===== src/rtl/dac_rx_pkg.sv =====
// Shared definitions for the passive LTC2624-style DAC frame receiver.
// Holds frame geometry, command/address encodings, the FSM state type
// and small decode helpers used by spi_dac_frame_receiver.
// Optional build macro: SPI_RX_STRICT_LEN_EN (see spi_dac_frame_receiver).
package dac_rx_pkg;

   // DAC code width per channel and bits per command frame
   localparam int DATA_W  = 12;
   localparam int FRAME_W = 32;

   // Bit counter width; the counter saturates at its all-ones value
   localparam int CNT_W   = 6;

   // Channels A-D
   localparam int NUM_CH  = 4;

   // Command nibble, frame bits [23:20]
   localparam logic [3:0] CMD_WR_IN      = 4'b0000;
   localparam logic [3:0] CMD_UPD        = 4'b0001;
   localparam logic [3:0] CMD_WR_UPD_ALL = 4'b0010;
   localparam logic [3:0] CMD_WR_UPD     = 4'b0011;
   localparam logic [3:0] CMD_NOP        = 4'b1111;

   // Address nibble, frame bits [19:16]
   localparam logic [3:0] ADDR_A   = 4'b0000;
   localparam logic [3:0] ADDR_B   = 4'b0001;
   localparam logic [3:0] ADDR_C   = 4'b0010;
   localparam logic [3:0] ADDR_D   = 4'b0011;
   localparam logic [3:0] ADDR_ALL = 4'b1111;

   // Receiver FSM
   typedef enum logic [1:0] {
      IDLE   = 2'd0,
      SHIFT  = 2'd1,
      DECODE = 2'd2
   } dac_rx_state_e;

   // One-hot channel select for an address nibble; zero for unused addresses
   function automatic logic [NUM_CH-1:0] addr_to_sel(input logic [3:0] addr);
      logic [NUM_CH-1:0] sel;
      sel = '0;
      case (addr)
         ADDR_A:   sel = 4'b0001;
         ADDR_B:   sel = 4'b0010;
         ADDR_C:   sel = 4'b0100;
         ADDR_D:   sel = 4'b1000;
         ADDR_ALL: sel = 4'b1111;
         default:  sel = 4'b0000;
      endcase
      return sel;
   endfunction

   // True for the five command encodings the DAC understands
   function automatic logic cmd_is_valid(input logic [3:0] cmd);
      logic ok;
      ok = 1'b0;
      case (cmd)
         CMD_WR_IN,
         CMD_UPD,
         CMD_WR_UPD_ALL,
         CMD_WR_UPD,
         CMD_NOP:  ok = 1'b1;
         default:  ok = 1'b0;
      endcase
      return ok;
   endfunction

endpackage


===== src/rtl/sync_edge.sv =====
// Two-flop synchroniser for one asynchronous pin, followed by an
// edge-detect register. The level output and the registered rise/fall
// pulses leave with the same latency, so a data pin synchronised with
// one instance stays bit-aligned with a clock pin synchronised by another.
// A pin change sampled on edge 0 shows as a pulse consumed on edge 3.
module sync_edge (
   input  logic clk,
   input  logic rst_n,
   input  logic d,
   output logic q,
   output logic rise,
   output logic fall
);

   logic meta_q;
   logic sync_q;
   logic prev_q;
   logic rise_q;
   logic fall_q;

   // Synchronise the pin, delay once more for edge detection, register pulses
   always_ff @(posedge clk or negedge rst_n) begin
      if (!rst_n) begin
         meta_q <= 1'b0;
         sync_q <= 1'b0;
         prev_q <= 1'b0;
         rise_q <= 1'b0;
         fall_q <= 1'b0;
      end else begin
         meta_q <= d;
         sync_q <= meta_q;
         prev_q <= sync_q;
         rise_q <= sync_q & ~prev_q;
         fall_q <= ~sync_q & prev_q;
      end
   end

   assign q    = prev_q;
   assign rise = rise_q;
   assign fall = fall_q;

endmodule


===== src/rtl/spi_dac_frame_receiver.sv =====
// Passive receiver for LTC2624-style 32-bit DAC command frames.
// Oversamples SPI_SCK / SPI_MOSI / DAC_CS / DAC_CLR on CLK_50M, shifts in
// frames while DAC_CS is low and mirrors the DAC input and output
// registers of channels A-D. Never drives the bus.
//
// Build macro SPI_RX_STRICT_LEN_EN:
//   defined   - a frame is accepted only with exactly FRAME_W bits.
//   undefined - any frame of FRAME_W bits or more is accepted and the last
//               FRAME_W bits shifted are decoded (daisy-chain behaviour).
//
// frame_valid / frame_error are single-cycle pulses, never high together,
// issued on the cycle after the DECODE state. DAC_CLR low clears the DAC
// registers and aborts any frame in progress without raising frame_error.
module spi_dac_frame_receiver
   import dac_rx_pkg::*;
(
   input  logic              CLK_50M,
   input  logic              RST_N,
   input  logic              SPI_SCK,
   input  logic              SPI_MOSI,
   input  logic              DAC_CS,
   input  logic              DAC_CLR,
   output logic [DATA_W-1:0] Va,
   output logic [DATA_W-1:0] Vb,
   output logic [DATA_W-1:0] Vc,
   output logic [DATA_W-1:0] Vd,
   output logic [3:0]        last_cmd,
   output logic [3:0]        last_addr,
   output logic              frame_valid,
   output logic              frame_error,
   output dac_rx_state_e     dbg_state
);

   // ------------------------------------------------------------------
   // Pin synchronisation
   // ------------------------------------------------------------------
   logic sck_rise;
   logic mosi_lvl;
   logic cs_rise;
   logic cs_fall;
   logic clr_n_lvl;

   logic sck_lvl_unused;
   logic sck_fall_unused;
   logic mosi_rise_unused;
   logic mosi_fall_unused;
   logic cs_lvl_unused;
   logic clr_rise_unused;
   logic clr_fall_unused;

   sync_edge u_sync_sck (
      .clk   (CLK_50M),
      .rst_n (RST_N),
      .d     (SPI_SCK),
      .q     (sck_lvl_unused),
      .rise  (sck_rise),
      .fall  (sck_fall_unused)
   );

   sync_edge u_sync_mosi (
      .clk   (CLK_50M),
      .rst_n (RST_N),
      .d     (SPI_MOSI),
      .q     (mosi_lvl),
      .rise  (mosi_rise_unused),
      .fall  (mosi_fall_unused)
   );

   sync_edge u_sync_cs (
      .clk   (CLK_50M),
      .rst_n (RST_N),
      .d     (DAC_CS),
      .q     (cs_lvl_unused),
      .rise  (cs_rise),
      .fall  (cs_fall)
   );

   sync_edge u_sync_clr (
      .clk   (CLK_50M),
      .rst_n (RST_N),
      .d     (DAC_CLR),
      .q     (clr_n_lvl),
      .rise  (clr_rise_unused),
      .fall  (clr_fall_unused)
   );

   // ------------------------------------------------------------------
   // Frame capture FSM
   // ------------------------------------------------------------------
   dac_rx_state_e        state_q;
   dac_rx_state_e        state_d;
   logic [FRAME_W-1:0]   shift_q;
   logic [FRAME_W-1:0]   shift_d;
   logic [CNT_W-1:0]     bit_cnt_q;
   logic [CNT_W-1:0]     bit_cnt_d;

   // State, shift register and bit counter
   always_ff @(posedge CLK_50M or negedge RST_N) begin
      if (!RST_N) begin
         state_q   <= IDLE;
         shift_q   <= '0;
         bit_cnt_q <= '0;
      end else begin
         state_q   <= state_d;
         shift_q   <= shift_d;
         bit_cnt_q <= bit_cnt_d;
      end
   end

   // Next state: start on CS fall, shift on SCK rise, decode on CS rise; CLR aborts
   always_comb begin
      state_d   = state_q;
      shift_d   = shift_q;
      bit_cnt_d = bit_cnt_q;

      case (state_q)
         IDLE: begin
            if (cs_fall) begin
               state_d   = SHIFT;
               shift_d   = '0;
               bit_cnt_d = '0;
            end
         end

         SHIFT: begin
            if (sck_rise) begin
               shift_d = {shift_q[FRAME_W-2:0], mosi_lvl};
               if (bit_cnt_q != '1) begin
                  bit_cnt_d = bit_cnt_q + 1'b1;
               end
            end
            if (cs_rise) begin
               state_d = DECODE;
            end
         end

         DECODE: begin
            state_d = IDLE;
         end

         default: begin
            state_d = IDLE;
         end
      endcase

      if (!clr_n_lvl) begin
         state_d = IDLE;
      end
   end

   assign dbg_state = state_q;

   // ------------------------------------------------------------------
   // Frame decode
   // ------------------------------------------------------------------
   logic [3:0]        frame_cmd;
   logic [3:0]        frame_addr;
   logic [DATA_W-1:0] frame_data;
   logic [NUM_CH-1:0] frame_sel;
   logic              len_ok;
   logic              frame_ok;
   logic              unused_frame_bits;

   assign frame_cmd  = shift_q[23:20];
   assign frame_addr = shift_q[19:16];
   assign frame_data = shift_q[15:4];
   assign frame_sel  = addr_to_sel(frame_addr);

   // Padding byte and trailing nibble carry no information
   assign unused_frame_bits = ^{shift_q[31:24], shift_q[3:0]};

`ifdef SPI_RX_STRICT_LEN_EN
   assign len_ok = (bit_cnt_q == CNT_W'(FRAME_W));
`else
   assign len_ok = (bit_cnt_q >= CNT_W'(FRAME_W));
`endif

   assign frame_ok = len_ok && cmd_is_valid(frame_cmd) && (frame_sel != '0);

   // ------------------------------------------------------------------
   // Mirrored DAC registers
   // ------------------------------------------------------------------
   logic [DATA_W-1:0] in_q  [NUM_CH];
   logic [DATA_W-1:0] in_d  [NUM_CH];
   logic [DATA_W-1:0] out_q [NUM_CH];
   logic [DATA_W-1:0] out_d [NUM_CH];
   logic [3:0]        last_cmd_q;
   logic [3:0]        last_cmd_d;
   logic [3:0]        last_addr_q;
   logic [3:0]        last_addr_d;
   logic              valid_q;
   logic              valid_d;
   logic              error_q;
   logic              error_d;

   // Apply the captured frame in DECODE; CLR wins over a concurrent decode
   always_comb begin
      in_d        = in_q;
      out_d       = out_q;
      last_cmd_d  = last_cmd_q;
      last_addr_d = last_addr_q;
      valid_d     = 1'b0;
      error_d     = 1'b0;

      if (!clr_n_lvl) begin
         for (int i = 0; i < NUM_CH; i++) begin
            in_d[i]  = '0;
            out_d[i] = '0;
         end
      end else if (state_q == DECODE) begin
         if (frame_ok) begin
            valid_d     = 1'b1;
            last_cmd_d  = frame_cmd;
            last_addr_d = frame_addr;
            for (int i = 0; i < NUM_CH; i++) begin
               case (frame_cmd)
                  CMD_WR_IN: begin
                     if (frame_sel[i]) in_d[i] = frame_data;
                  end
                  CMD_UPD: begin
                     if (frame_sel[i]) out_d[i] = in_q[i];
                  end
                  CMD_WR_UPD_ALL: begin
                     // Every output loads its input register, including the one written now
                     if (frame_sel[i]) begin
                        in_d[i]  = frame_data;
                        out_d[i] = frame_data;
                     end else begin
                        out_d[i] = in_q[i];
                     end
                  end
                  CMD_WR_UPD: begin
                     if (frame_sel[i]) begin
                        in_d[i]  = frame_data;
                        out_d[i] = frame_data;
                     end
                  end
                  default: begin
                  end
               endcase
            end
         end else begin
            error_d = 1'b1;
         end
      end
   end

   // Register the DAC mirror, the last accepted command and the status pulses
   always_ff @(posedge CLK_50M or negedge RST_N) begin
      if (!RST_N) begin
         for (int i = 0; i < NUM_CH; i++) begin
            in_q[i]  <= '0;
            out_q[i] <= '0;
         end
         last_cmd_q  <= '0;
         last_addr_q <= '0;
         valid_q     <= 1'b0;
         error_q     <= 1'b0;
      end else begin
         for (int i = 0; i < NUM_CH; i++) begin
            in_q[i]  <= in_d[i];
            out_q[i] <= out_d[i];
         end
         last_cmd_q  <= last_cmd_d;
         last_addr_q <= last_addr_d;
         valid_q     <= valid_d;
         error_q     <= error_d;
      end
   end

   assign Va          = out_q[0];
   assign Vb          = out_q[1];
   assign Vc          = out_q[2];
   assign Vd          = out_q[3];
   assign last_cmd    = last_cmd_q;
   assign last_addr   = last_addr_q;
   assign frame_valid = valid_q;
   assign frame_error = error_q;

endmodule


===== config.mk =====
export PLATFORM = sky130hd
export DESIGN_NAME = spi_dac_frame_receiver
export DESIGN_NICKNAME = d
export VERILOG_FILES = /design/src/rtl/dac_rx_pkg.sv /design/src/rtl/sync_edge.sv /design/src/rtl/spi_dac_frame_receiver.sv
export SDC_FILE = /design/constraint.sdc
export NUM_CORES = 1
export LEC_CHECK = 0
export BUFFER_PORTS_ARGS = -buffer_cell sky130_fd_sc_hd__buf_4
export CAP_MARGIN = 20
export CORE_MARGIN = 3
export CORE_UTILIZATION = 58
export DETAILED_ROUTE_END_ITERATION = 12
export GPL_ROUTABILITY_DRIVEN = 0
export GPL_TIMING_DRIVEN = 1
export HOLD_SLACK_MARGIN = 0.1
export PLACE_DENSITY = 0.79
export SKIP_CTS_REPAIR_TIMING = 1
export SYNTH_ARGS = -nofsm -noshare
export SYNTH_HDL_FRONTEND = slang
export SYNTH_SLANG_ARGS = --single-unit
export TNS_END_PERCENT = 100

===== constraint.sdc =====
create_clock -name CLK_50M -period 4.1 [get_ports CLK_50M]
set_input_delay 1.23 -clock CLK_50M [delete_from_list [all_inputs] [get_ports CLK_50M]]
set_output_delay 1.23 -clock CLK_50M [all_outputs]
set_load 0.02 [all_outputs]

Word-level counts from Yosys, hierarchy flattened:

Index checks and enable logic that the tools add are counted.

* flip-flop bits (word level): 153
* latch bits: 0
* ROM bits: 0
* output and inout port bits: 60
* memories: 0
* memory bits (writable): 0

* bitwise gates (word level): 6
* multiply operators: 0
* shifts and indexed selects: 0
* add/sub/neg operators: 1
* div/mod/pow operators: 0
* mux-type cells: 45
* eq/ne operators: 28
* reduce and logical (&&, ||, !) cells: 18
* $lt $le $gt $ge: 1

Operator list (count)
* 2-to-1 mux 48 bit: 6
* 2-to-1 mux 12 bit: 16
* case mux 12 bit (3 select lines): 4
* 2-to-1 mux 24 bit: 2
* case mux 24 bit (2 select lines): 1
* inequality test 3 bit, second input constant: 10
* case mux 4 bit (5 select lines): 1
* AND reduction 5 bit: 4
* 2-to-1 mux 6 bit: 3
* == test 4 x 2 -> 1 bit, second input constant: 4
* case mux 6 bit (2 select lines): 1
* AND reduction 3 bit: 3
* == test 4 x 1 -> 1 bit, second input constant: 2
* == test 4 bit, second input constant: 2
* logical NOT 4 bit: 2
* inequality test 2 bit, second input constant: 4
* 2-to-1 mux 1 bit: 7
* adder 6 x 1 -> 6 bit, second input constant: 1
* >= comparator 6 bit, second input constant: 1
* 2-to-1 mux 2 bit: 3
* inequality test 6 bit, second input constant: 1
* OR reduction 5 bit: 1
* inequality test 2 x 1 -> 1 bit, second input constant: 2
* inequality test 4 bit, second input constant: 1
* 12 further kinds: 17

Depth between registers and ports, before layout:

Gate-level depths: netlist (run 1).

* depth after elaboration: 8
* depth in mapped cells: 6
* depth with buffers taken out: 6

Cells and area by module:

From an unflattened synthesis (run 1), not the netlist that was laid out.

* cells, all modules: 519
* area, all modules: 6545.0 sq um

Modules (own cells, without submodules)
* spi_dac_frame_receiver: area each 5984.5 sq um, times used 1, cells an instance 491
* sync_edge: area each 140.1 sq um, times used 4, cells an instance 7

Least setup slack after synthesis (run 1):

Ideal clock, no wire load.

* path kind: register -> register
* from: register shift_q[18]
* to: register out_q (netlist bit Vc[4])
* arrival time: 1.747 ns
* stages on the path, launching flop included: 7
* period minus slack after synthesis: 1.875 ns
* path slack: 2.225 ns
* path through: dfrtp_1 > or2_4 > a21bo_4 > o41ai_4 > o21ai_2 > buf_6 > o2bb2ai_1

* cells in the longest elaborated chain, start to end: 7
* elaborated cells between the ends (all ways): 17
* those cells by class: 7 x eq/ne; 6 x mux; 4 x reduce/logical

Ends and longest elaborated chain
* start, declared: RTL line spi_dac_frame_receiver.sv:92 `logic [FRAME_W-1:0] shift_q;`
* start signal, assigned: RTL line spi_dac_frame_receiver.sv:105 `shift_q <= shift_d;`
* == test 4 bit (tied with other cells): RTL line dac_rx_pkg.sv:42 `case (addr)`
* case mux 4 bit (5 select lines) *: RTL line dac_rx_pkg.sv:42
* 2-to-1 mux 12 bit: RTL line spi_dac_frame_receiver.sv:225 `if (frame_sel[i]) begin`
* case mux 12 bit (3 select lines): RTL line spi_dac_frame_receiver.sv:216 `case (frame_cmd)`
* 2-to-1 mux 48 bit: RTL line spi_dac_frame_receiver.sv:211 `if (frame_ok) begin`
* 2-to-1 mux 48 bit: RTL line spi_dac_frame_receiver.sv:210 `end else if (state_q == DECODE) begin`
* 2-to-1 mux 48 bit: RTL line spi_dac_frame_receiver.sv:205 `if (!clr_n_lvl) begin`
* end signal, assigned by index: RTL line spi_dac_frame_receiver.sv:262 `out_q[i] <= out_d[i];`
* end, declared: RTL line spi_dac_frame_receiver.sv:185 `logic [DATA_W-1:0] out_q [NUM_CH];`

Mark *: on every way between the ends. The rest lies on a longest branch, timed or not. The select of a mux whose other input is x is not followed.
A chain may end at the register's enable or synchronous reset.

Worst setup path in the final report (run 1):

* from: register state_q[0] (netlist: dbg_state[0])
* to: output port dbg_state[0]

RTL lines
* start, declared: RTL line spi_dac_frame_receiver.sv:90 `dac_rx_state_e state_q;`
* start signal, assigned: RTL line spi_dac_frame_receiver.sv:104 `state_q <= state_d;`
* end, declared: RTL line spi_dac_frame_receiver.sv:31 `output dac_rx_state_e dbg_state`

No word-level cell between the ends.

==> results of run 1 <==
==> sequential cells by signal, indices dropped and copies added, names as in the netlist, 2 cells and up <==
signal     cells
bit_cnt_q      6
shift_q       24
Vb            12
last_addr      4
in_q          48
Va            12
last_cmd       4
Vd            12
Vc            12
dbg_state      2
==> final cells by class <==
cell class / instances / area, sq um / share of cell area [%]
clock buffers: 18 / 418 / 5.55
clock inverters: 14 / 186 / 2.48
inverters: 3 / 11.3 / 0.150
multi-input cells: 304 / 2320 / 30.8
flip-flops and latches: 153 / 3830 / 50.9
well taps: 136 / 170 / 2.26
repair buffers: 79 / 594 / 7.90
==> synthesized netlist by cell type (2+ instances only) <==
| cell | instances | area, sq um |
|---|---|---|
| nand2_1 | 55 | 206 |
| o2bb2ai_1 | 40 | 350 |
| nand2b_1 | 3 | 18.8 |
| nor2b_1 | 5 | 31.3 |
| dfrtp_1 | 153 | 3830 |
| mux2_2 | 8 | 90.1 |
| ha_1 | 2 | 25.0 |
| a21boi_1 | 2 | 15.0 |
| a21boi_0 | 2 | 15.0 |
| o21ai_2 | 4 | 35.0 |
| clkbuf_1 | 28 | 105 |
| a22o_1 | 48 | 420 |
| inv_1 | 3 | 11.3 |
| and3_1 | 7 | 43.8 |
| o2bb2ai_2 | 8 | 120 |
| buf_2 | 8 | 40.0 |
| buf_4 | 2 | 15.0 |
| nand3_1 | 28 | 140 |
| o21ai_1 | 3 | 15.0 |
| buf_6 | 4 | 45.0 |
| o21ai_0 | 9 | 45.0 |
| nor2_1 | 10 | 37.5 |
| and2_1 | 2 | 12.5 |
| xor2_1 | 4 | 35.0 |
| mux2i_1 | 49 | 490 |
==> worst paths after layout <==
kind                            slack, ns  cells past startpoint           endpoint         startpoint
worst max-delay path                 1.57                      1       dbg_state[0]       dbg_state[0]
worst min-delay path                 0.36                      0  u_sync_clr.sync_q  u_sync_clr.meta_q
worst max register to register       1.87                      5              Vd[7]        shift_q[18]
worst min register to register       0.36                      0  u_sync_clr.sync_q  u_sync_clr.meta_q
max in group asynchronous            2.48                      2        shift_q[16]              RST_N
min in group asynchronous            0.75                      1              Vb[4]              RST_N
==> through the flow <==
stage / power, uW / instance area, sq um / util, % / hold WS, ns
finish: 3230 / 7530 / 71.6 / 0.356
global route: 3320 / 7530 / 71.6 / 0.359
CTS: 3240 / 7530 / 71.6 / 0.357
detailed placement: 1650 / 6920 / 65.9 / 0.343
global placement: 1650 / 6920 / 65.8 / 0.333
floorplan: 1600 / 6360 / - / 0.331
==> power by group <==
group	switching (uW)	total [uW]	internal (uW)
clock	661	1610	944
sequential	9.41	1530	1520
combinational	74.6	93.8	19.1
total	745	3230	2480
==> metal layers <==
layer / vias to the layer above / track usage (%) / wire [microns]
met5: - / 0 / 0
met4: 0 / 8.70 / 287
met3: 27 / 5.62 / 814
met2: 160 / 37.7 / 6810
met1: 2262 / 32.7 / 6180
li1: 1943 / - / -
==> cells by family (layout without fill, tap and decap cells) <==
family	after synthesis	count (layout)	synth area share [%]
xor+xnor	4	4	0.551
flops	153	153	60.2
buf+inv	45	114	3.40
compound gates	123	123	17.4
fa+ha+maj	2	2	0.393
mux	57	57	9.12
simple gates	118	118	8.97
==> metrics.txt, run 1 <==
# TYPE chip_impl_metric gauge
chip_impl_info{name="run_status",value="completed"} 1
chip_impl_metric{name="synthesized_net_count",unit=""} 510
chip_impl_metric{name="critical-path-max-stage-delay",unit="ns"} 0.56
chip_impl_metric{name="drv.max_cap_violation_count",unit=""} 0
chip_impl_info{name="final_cell_mix",value="dfrtp_1, buf_4, nand2_1"} 1
chip_impl_metric{name="crit_buf_inv",unit=""} 1
chip_impl_metric{name="antenna_found_initial",unit=""} 0
chip_impl_metric{name="cts_htree_levels",unit=""} 4
chip_impl_metric{name="synthesis.area",unit="sq um"} 6360
chip_impl_metric{name="fillCellCount",unit=""} 704
chip_impl_metric{name="worst_setup_margin",unit="ns"} 1.57
chip_impl_metric{name="detailroute.via_count",unit=""} 4392
chip_impl_metric{name="diodes",unit=""} 0
chip_impl_metric{name="grt_remaining_overflow",unit=""} 0
chip_impl_metric{name="start_util",unit="%"} 60.5
chip_impl_metric{name="setup_viol_count_final",unit=""} 0
chip_impl_metric{name="dp_slack",unit="ns"} 1.86
chip_impl_metric{name="core-area",unit="sq um"} 10500
chip_impl_info{name="clockRootBuffer",value="clkbuf_8"} 1
chip_impl_metric{name="drive_gt1_share",unit="%"} 24.3
chip_impl_metric{name="number_of_nets_with_antenna_violations_after_detailed_routing",unit=""} 0
chip_impl_info{name="cp-end-kind",value="primary output"} 1
chip_impl_metric{name="synth_async_sr_flop_share",unit="%"} 100
chip_impl_metric{name="setup_tns",unit="ns"} 0
chip_impl_metric{name="largest_net_degree_at_the_start_of_global_routing",unit=""} 89
chip_impl_metric{name="routed_wire_length_per_instance",unit="microns"} 19.9
chip_impl_metric{name="tightest_slew",unit="ns"} 1.04
chip_impl_metric{name="cts_buffers",unit=""} 17
chip_impl_metric{name="die_x",unit="microns"} 111
chip_impl_metric{name="ys_ff_latch",unit=""} 153
chip_impl_metric{name="cp_max_fo",unit=""} 8
chip_impl_metric{name="totalWireLength",unit="mm"} 14.1
chip_impl_metric{name="firstDrtPassIters",unit=""} 5
chip_impl_metric{name="grt_usage",unit="%"} 23.9
chip_impl_metric{name="floorplan.rows",unit=""} 37
chip_impl_metric{name="mapped_cells",unit=""} 502
chip_impl_metric{name="layout_min_cycle_time",unit="ns"} 2.53
chip_impl_metric{name="dp.cells",unit=""} 675
chip_impl_metric{name="buffer_ports.inserted",unit=""} 65
chip_impl_info{name="layout.cells.most_common",value="dfrtp_1"} 1
chip_impl_metric{name="maxClockFrequency",unit="MHz"} 395
chip_impl_info{name="timing.setup.critical_path_class",value="flop to primary output"} 1
chip_impl_metric{name="detail_route.vias_per_cell",unit=""} 6.21
chip_impl_metric{name="clockBufferDepth",unit=""} 2
chip_impl_info{name="crit_family",value="flip-flops"} 1
chip_impl_metric{name="vdd.ir_drop.worst",unit="mV"} 0.286
chip_impl_metric{name="final_net_count",unit=""} 566
chip_impl_info{name="setup_repair_after_global_routing_missed_its_margin",value="false"} 1
chip_impl_metric{name="synthesis.area_per_instance",unit="sq um"} 12.7
chip_impl_metric{name="critical_path_arrival",unit="ns"} 1.30
chip_impl_metric{name="tritoncts_num_sinks",unit=""} 153
chip_impl_info{name="cts_tree",value="yes"} 1
chip_impl_info{name="critical_path.cell_chain",value="buf_4"} 1
chip_impl_metric{name="synth-edff-count",unit=""} 0
chip_impl_metric{name="grt_pass1_vias",unit=""} 4460
chip_impl_metric{name="layout-area-overhead-vs-synth",unit="%"} 18.3
chip_impl_metric{name="ioPinCount",unit=""} 66
chip_impl_metric{name="power.static_leakage",unit="uW"} 0.00380
chip_impl_info{name="hold_path_class",value="flop to flop"} 1
chip_impl_metric{name="drt_first_iter_violations",unit=""} 436
chip_impl_info{name="synth_top_flop_cell",value="dfrtp_1"} 1
chip_impl_metric{name="post-dp-hpwl",unit="mm"} 8.85
chip_impl_metric{name="worst_slew_margin_rel",unit="%"} 30.2
chip_impl_metric{name="final_max_slew_viol_count",unit=""} 0
chip_impl_metric{name="min_period_over_period",unit="%"} 61.8
chip_impl_metric{name="ys_types",unit=""} 40
chip_impl_metric{name="dieArea",unit="sq um"} 12300
chip_impl_metric{name="drcViolationCount",unit=""} 0
chip_impl_metric{name="power-per-cell-area",unit="nW/um^2"} 429
chip_impl_metric{name="worst_setup_hold_path_clk_slew",unit="ns"} 0.06
chip_impl_metric{name="final_cell_count_no_fill",unit=""} 707
chip_impl_metric{name="die_h",unit="microns"} 111
chip_impl_metric{name="grt_first_pass_wirelength",unit="mm"} 23.3
chip_impl_metric{name="synthesis.yosys.warnings",unit=""} 0
chip_impl_info{name="slowest_cell_on_the_critical_path",value="dfrtp_1"} 1
chip_impl_metric{name="timing.critical_path.required",unit="ns"} 2.87
chip_impl_info{name="crit_start_category",value="flop"} 1
chip_impl_metric{name="clk-insertion-delay-late",unit="ns"} 0.53
chip_impl_metric{name="hold_viol_final",unit=""} 0
chip_impl_metric{name="fin_worst_skew",unit="ns"} 0.00905
chip_impl_metric{name="yosysSeqAreaShare",unit="%"} 60.2
Note: power is estimated with default switching activity, not from simulation.
==> run 2, diff against run 1 <==
==> constraint.sdc (replaced) <==
create_clock -name CLK_50M -period 2.65 [get_ports CLK_50M]
set_input_delay 0.795 -clock CLK_50M [delete_from_list [all_inputs] [get_ports CLK_50M]]
set_output_delay 0.795 -clock CLK_50M [all_outputs]
set_load 0.02 [all_outputs]
==> run 2 against run 1 <==
  * Flip-flop and latch count stayed put
  * Power increased by 61%
  * Combinational power rose by 57%
  * Final cell count rose by 0.57%
  * Final area up 1.3%
  * Critical path depth is 4 higher
  * Register-to-register slack got worse by 1.4 ns
  * Global-route usage is 0.28 points higher
  * Clock skew fell by 0.0035 ns
  * Sequential power rose by 55%
  * Non-clock buffer count rose by 4
  * Highest routed layer unchanged
==> metrics.txt, run 2 (synthesis results as in run 1) <==
# TYPE chip_impl_metric gauge
chip_impl_metric{name="cell_internal_pwr",unit="uW"} 4130
chip_impl_metric{name="antenna_found_initial",unit=""} 0
chip_impl_info{name="critical_path.reg2reg.startpoint",value="shift_q[17]"} 1
chip_impl_info{name="slowest_cell_on_the_critical_path",value="dfrtp_1"} 1
chip_impl_metric{name="fin_worst_skew",unit="ns"} 0.00558
chip_impl_metric{name="cts_htree_levels",unit=""} 4
chip_impl_info{name="cts_tree",value="yes"} 1
chip_impl_metric{name="diodes",unit=""} 0
chip_impl_metric{name="detailroute.via_count",unit=""} 4374
chip_impl_metric{name="grt_usage",unit="%"} 24.2
chip_impl_metric{name="fin_total_pwr",unit="uW"} 5190
chip_impl_metric{name="vdd.ir_drop.worst",unit="mV"} 0.476
chip_impl_metric{name="tightest_slew",unit="ns"} 0.954
chip_impl_metric{name="die_h",unit="microns"} 111
chip_impl_metric{name="floorplan.rows",unit=""} 37
chip_impl_info{name="setup_repair_after_global_routing_missed_its_margin",value="false"} 1
chip_impl_metric{name="grt_pass1_vias",unit=""} 4339
chip_impl_metric{name="maxClockFrequency",unit="MHz"} 457
chip_impl_info{name="final_cell_mix",value="dfrtp_1, buf_4, nand2_1"} 1
chip_impl_info{name="run_status",value="completed"} 1
chip_impl_metric{name="largest_register_ffs",unit=""} 48
chip_impl_metric{name="detail_route.vias_per_cell",unit=""} 6.15
chip_impl_metric{name="post-dp-hpwl",unit="mm"} 8.93
chip_impl_metric{name="dieArea",unit="sq um"} 12300
chip_impl_metric{name="share_of_total_power_in_sequential_cells",unit="%"} 45.7
chip_impl_metric{name="buffer_ports.inserted",unit=""} 65
chip_impl_info{name="layout.cells.most_common",value="dfrtp_1"} 1
chip_impl_metric{name="die_x",unit="microns"} 111
chip_impl_metric{name="core-area",unit="sq um"} 10500
chip_impl_info{name="critical_path.cell_chain",value="nand4_2 > a21bo_4 > o41ai_4 > o21ai_2 > o2bb2ai_2"} 1
chip_impl_metric{name="worst_slew_margin_rel",unit="%"} 36.2
chip_impl_info{name="worst_setup_path_startpoint",value="shift_q[17]"} 1
chip_impl_metric{name="drcViolationCount",unit=""} 0
chip_impl_metric{name="worst_setup_hold_path_clk_slew",unit="ns"} 0.06
chip_impl_metric{name="worst-path-stages",unit=""} 5
chip_impl_info{name="hold_path_class",value="primary input to async pin"} 1
chip_impl_metric{name="totalWireLength",unit="mm"} 14.0
chip_impl_info{name="crit_start_category",value="flop"} 1
chip_impl_metric{name="firstDrtPassIters",unit=""} 5
chip_impl_metric{name="drt_first_iter_violations",unit=""} 400
chip_impl_metric{name="dp.cells",unit=""} 679
chip_impl_info{name="cp-end-kind",value="flop"} 1
chip_impl_info{name="register_with_the_most_flip_flops",value="in_q"} 1
chip_impl_metric{name="layout_min_cycle_time",unit="ns"} 2.19
chip_impl_metric{name="share_comb_of_total_power",unit="%"} 2.8
chip_impl_metric{name="crit_buf_inv",unit=""} 0
chip_impl_metric{name="number_of_nets_with_antenna_violations_after_detailed_routing",unit=""} 0
chip_impl_metric{name="cts_buffers",unit=""} 17
chip_impl_metric{name="cp_max_fo",unit=""} 12
chip_impl_metric{name="tritoncts_num_sinks",unit=""} 153
chip_impl_metric{name="final_max_slew_viol_count",unit=""} 0
chip_impl_metric{name="power.static_leakage",unit="uW"} 0.00386
chip_impl_info{name="clockRootBuffer",value="clkbuf_8"} 1
chip_impl_metric{name="clockPowerShare",unit="%"} 51.5
chip_impl_metric{name="routed_wire_length_per_instance",unit="microns"} 19.7
chip_impl_metric{name="hold_viol_final",unit=""} 0
chip_impl_metric{name="power.net_switching",unit="uW"} 1060
chip_impl_metric{name="clk-insertion-delay-late",unit="ns"} 0.53
chip_impl_info{name="reg_top3",value="in_q x48, shift_q x24"} 1
chip_impl_metric{name="grt_remaining_overflow",unit=""} 0
chip_impl_metric{name="final_design_area_no_fill",unit="sq um"} 7620
chip_impl_metric{name="layout-area-overhead-vs-synth",unit="%"} 19.8
chip_impl_metric{name="clockBufferDepth",unit=""} 2
chip_impl_metric{name="drive_gt1_share",unit="%"} 24.9
chip_impl_metric{name="drv.max_cap_violation_count",unit=""} 0
chip_impl_metric{name="critical_path_arrival",unit="ns"} 2.60
chip_impl_metric{name="critical-path-max-stage-delay",unit="ns"} 0.50
chip_impl_metric{name="post-route-util",unit="%"} 72.5
chip_impl_metric{name="start_util",unit="%"} 60.5
chip_impl_metric{name="final_cell_count_no_fill",unit=""} 711
chip_impl_metric{name="grt_first_pass_wirelength",unit="mm"} 23.5
chip_impl_metric{name="place_area",unit="sq um"} 6970
chip_impl_metric{name="setup_tns",unit="ns"} 0
chip_impl_metric{name="largest_net_degree_at_the_start_of_global_routing",unit=""} 59
chip_impl_metric{name="r2r.worst_path.cells",unit=""} 5
chip_impl_metric{name="min_period_over_period",unit="%"} 82.5
chip_impl_info{name="timing.setup.critical_path_class",value="flop to flop"} 1
chip_impl_metric{name="timing.critical_path.required",unit="ns"} 3.06
chip_impl_metric{name="netSwitchingFraction",unit="%"} 20.5
chip_impl_metric{name="ioPinCount",unit=""} 66
chip_impl_info{name="crit_family",value="compound AO/OA/AOI/OAI gates"} 1
chip_impl_metric{name="power-per-cell-area",unit="nW/um^2"} 681
chip_impl_metric{name="setup_viol_count_final",unit=""} 0
chip_impl_metric{name="final_net_count",unit=""} 570
## run 2: path summary, 6_finish.rpt
path                       slack [ns]                 to
min in group CLK_50M             0.35  u_sync_sck.sync_q
hold reg to reg                  0.35  u_sync_sck.sync_q
setup reg to reg                 0.46             Vc[11]
setup / recovery                 0.46             Vc[11]
max in group asynchronous        1.78            in_q[4]
hold / removal                   0.23           in_q[35]
## run 2: area by class of cell
cell class	instances	area, sq um
well taps	136	170
fillers	702	2890
clock buffers	19	432
multi-input cells	304	2320
clock inverters	13	224
repair buffers	83	639
flip-flops and latches	153	3830
inverters	3	11.3
## run 2: worst reg2reg max path, stage by stage (launching register included)
cell       delay, ns
dfrtp_1         0.50
nand4_2         0.21
a21bo_4         0.31
o41ai_4         0.47
o21ai_2         0.34
o2bb2ai_2       0.23
## run 2: power by group through the flow
stage | Clock (uW) | Combinational, uW | Sequential (uW)
global placement | 0 | 144 | 2410
floorplan | 0 | 72.9 | 2410
CTS | 2710 | 150 | 2370
finish | 2670 | 147 | 2370
detailed placement | 0 | 149 | 2410
global route | 2810 | 166 | 2370
## run 2: layer usage
layer / vias to the layer above / track usage [%] / share of wire (%)
met1: 2239 / 34.4 / 44
met2: 164 / 36.8 / 49
met3: 24 / 5.08 / 5.6
met4: 0 / 9.52 / 1.8
li1: 1947 / - / -
met5: - / 0 / 0
## run 2: metrics by stage
step,hold slack (ns),worst slack [ns]
6_report,0.230,0.463
3_5_place_dp,0.336,0.532
2_1_floorplan,0.331,0.775
5_1_grt,0.245,0.346
3_3_place_gp,0.332,0.568
4_1_cts,0.225,0.500
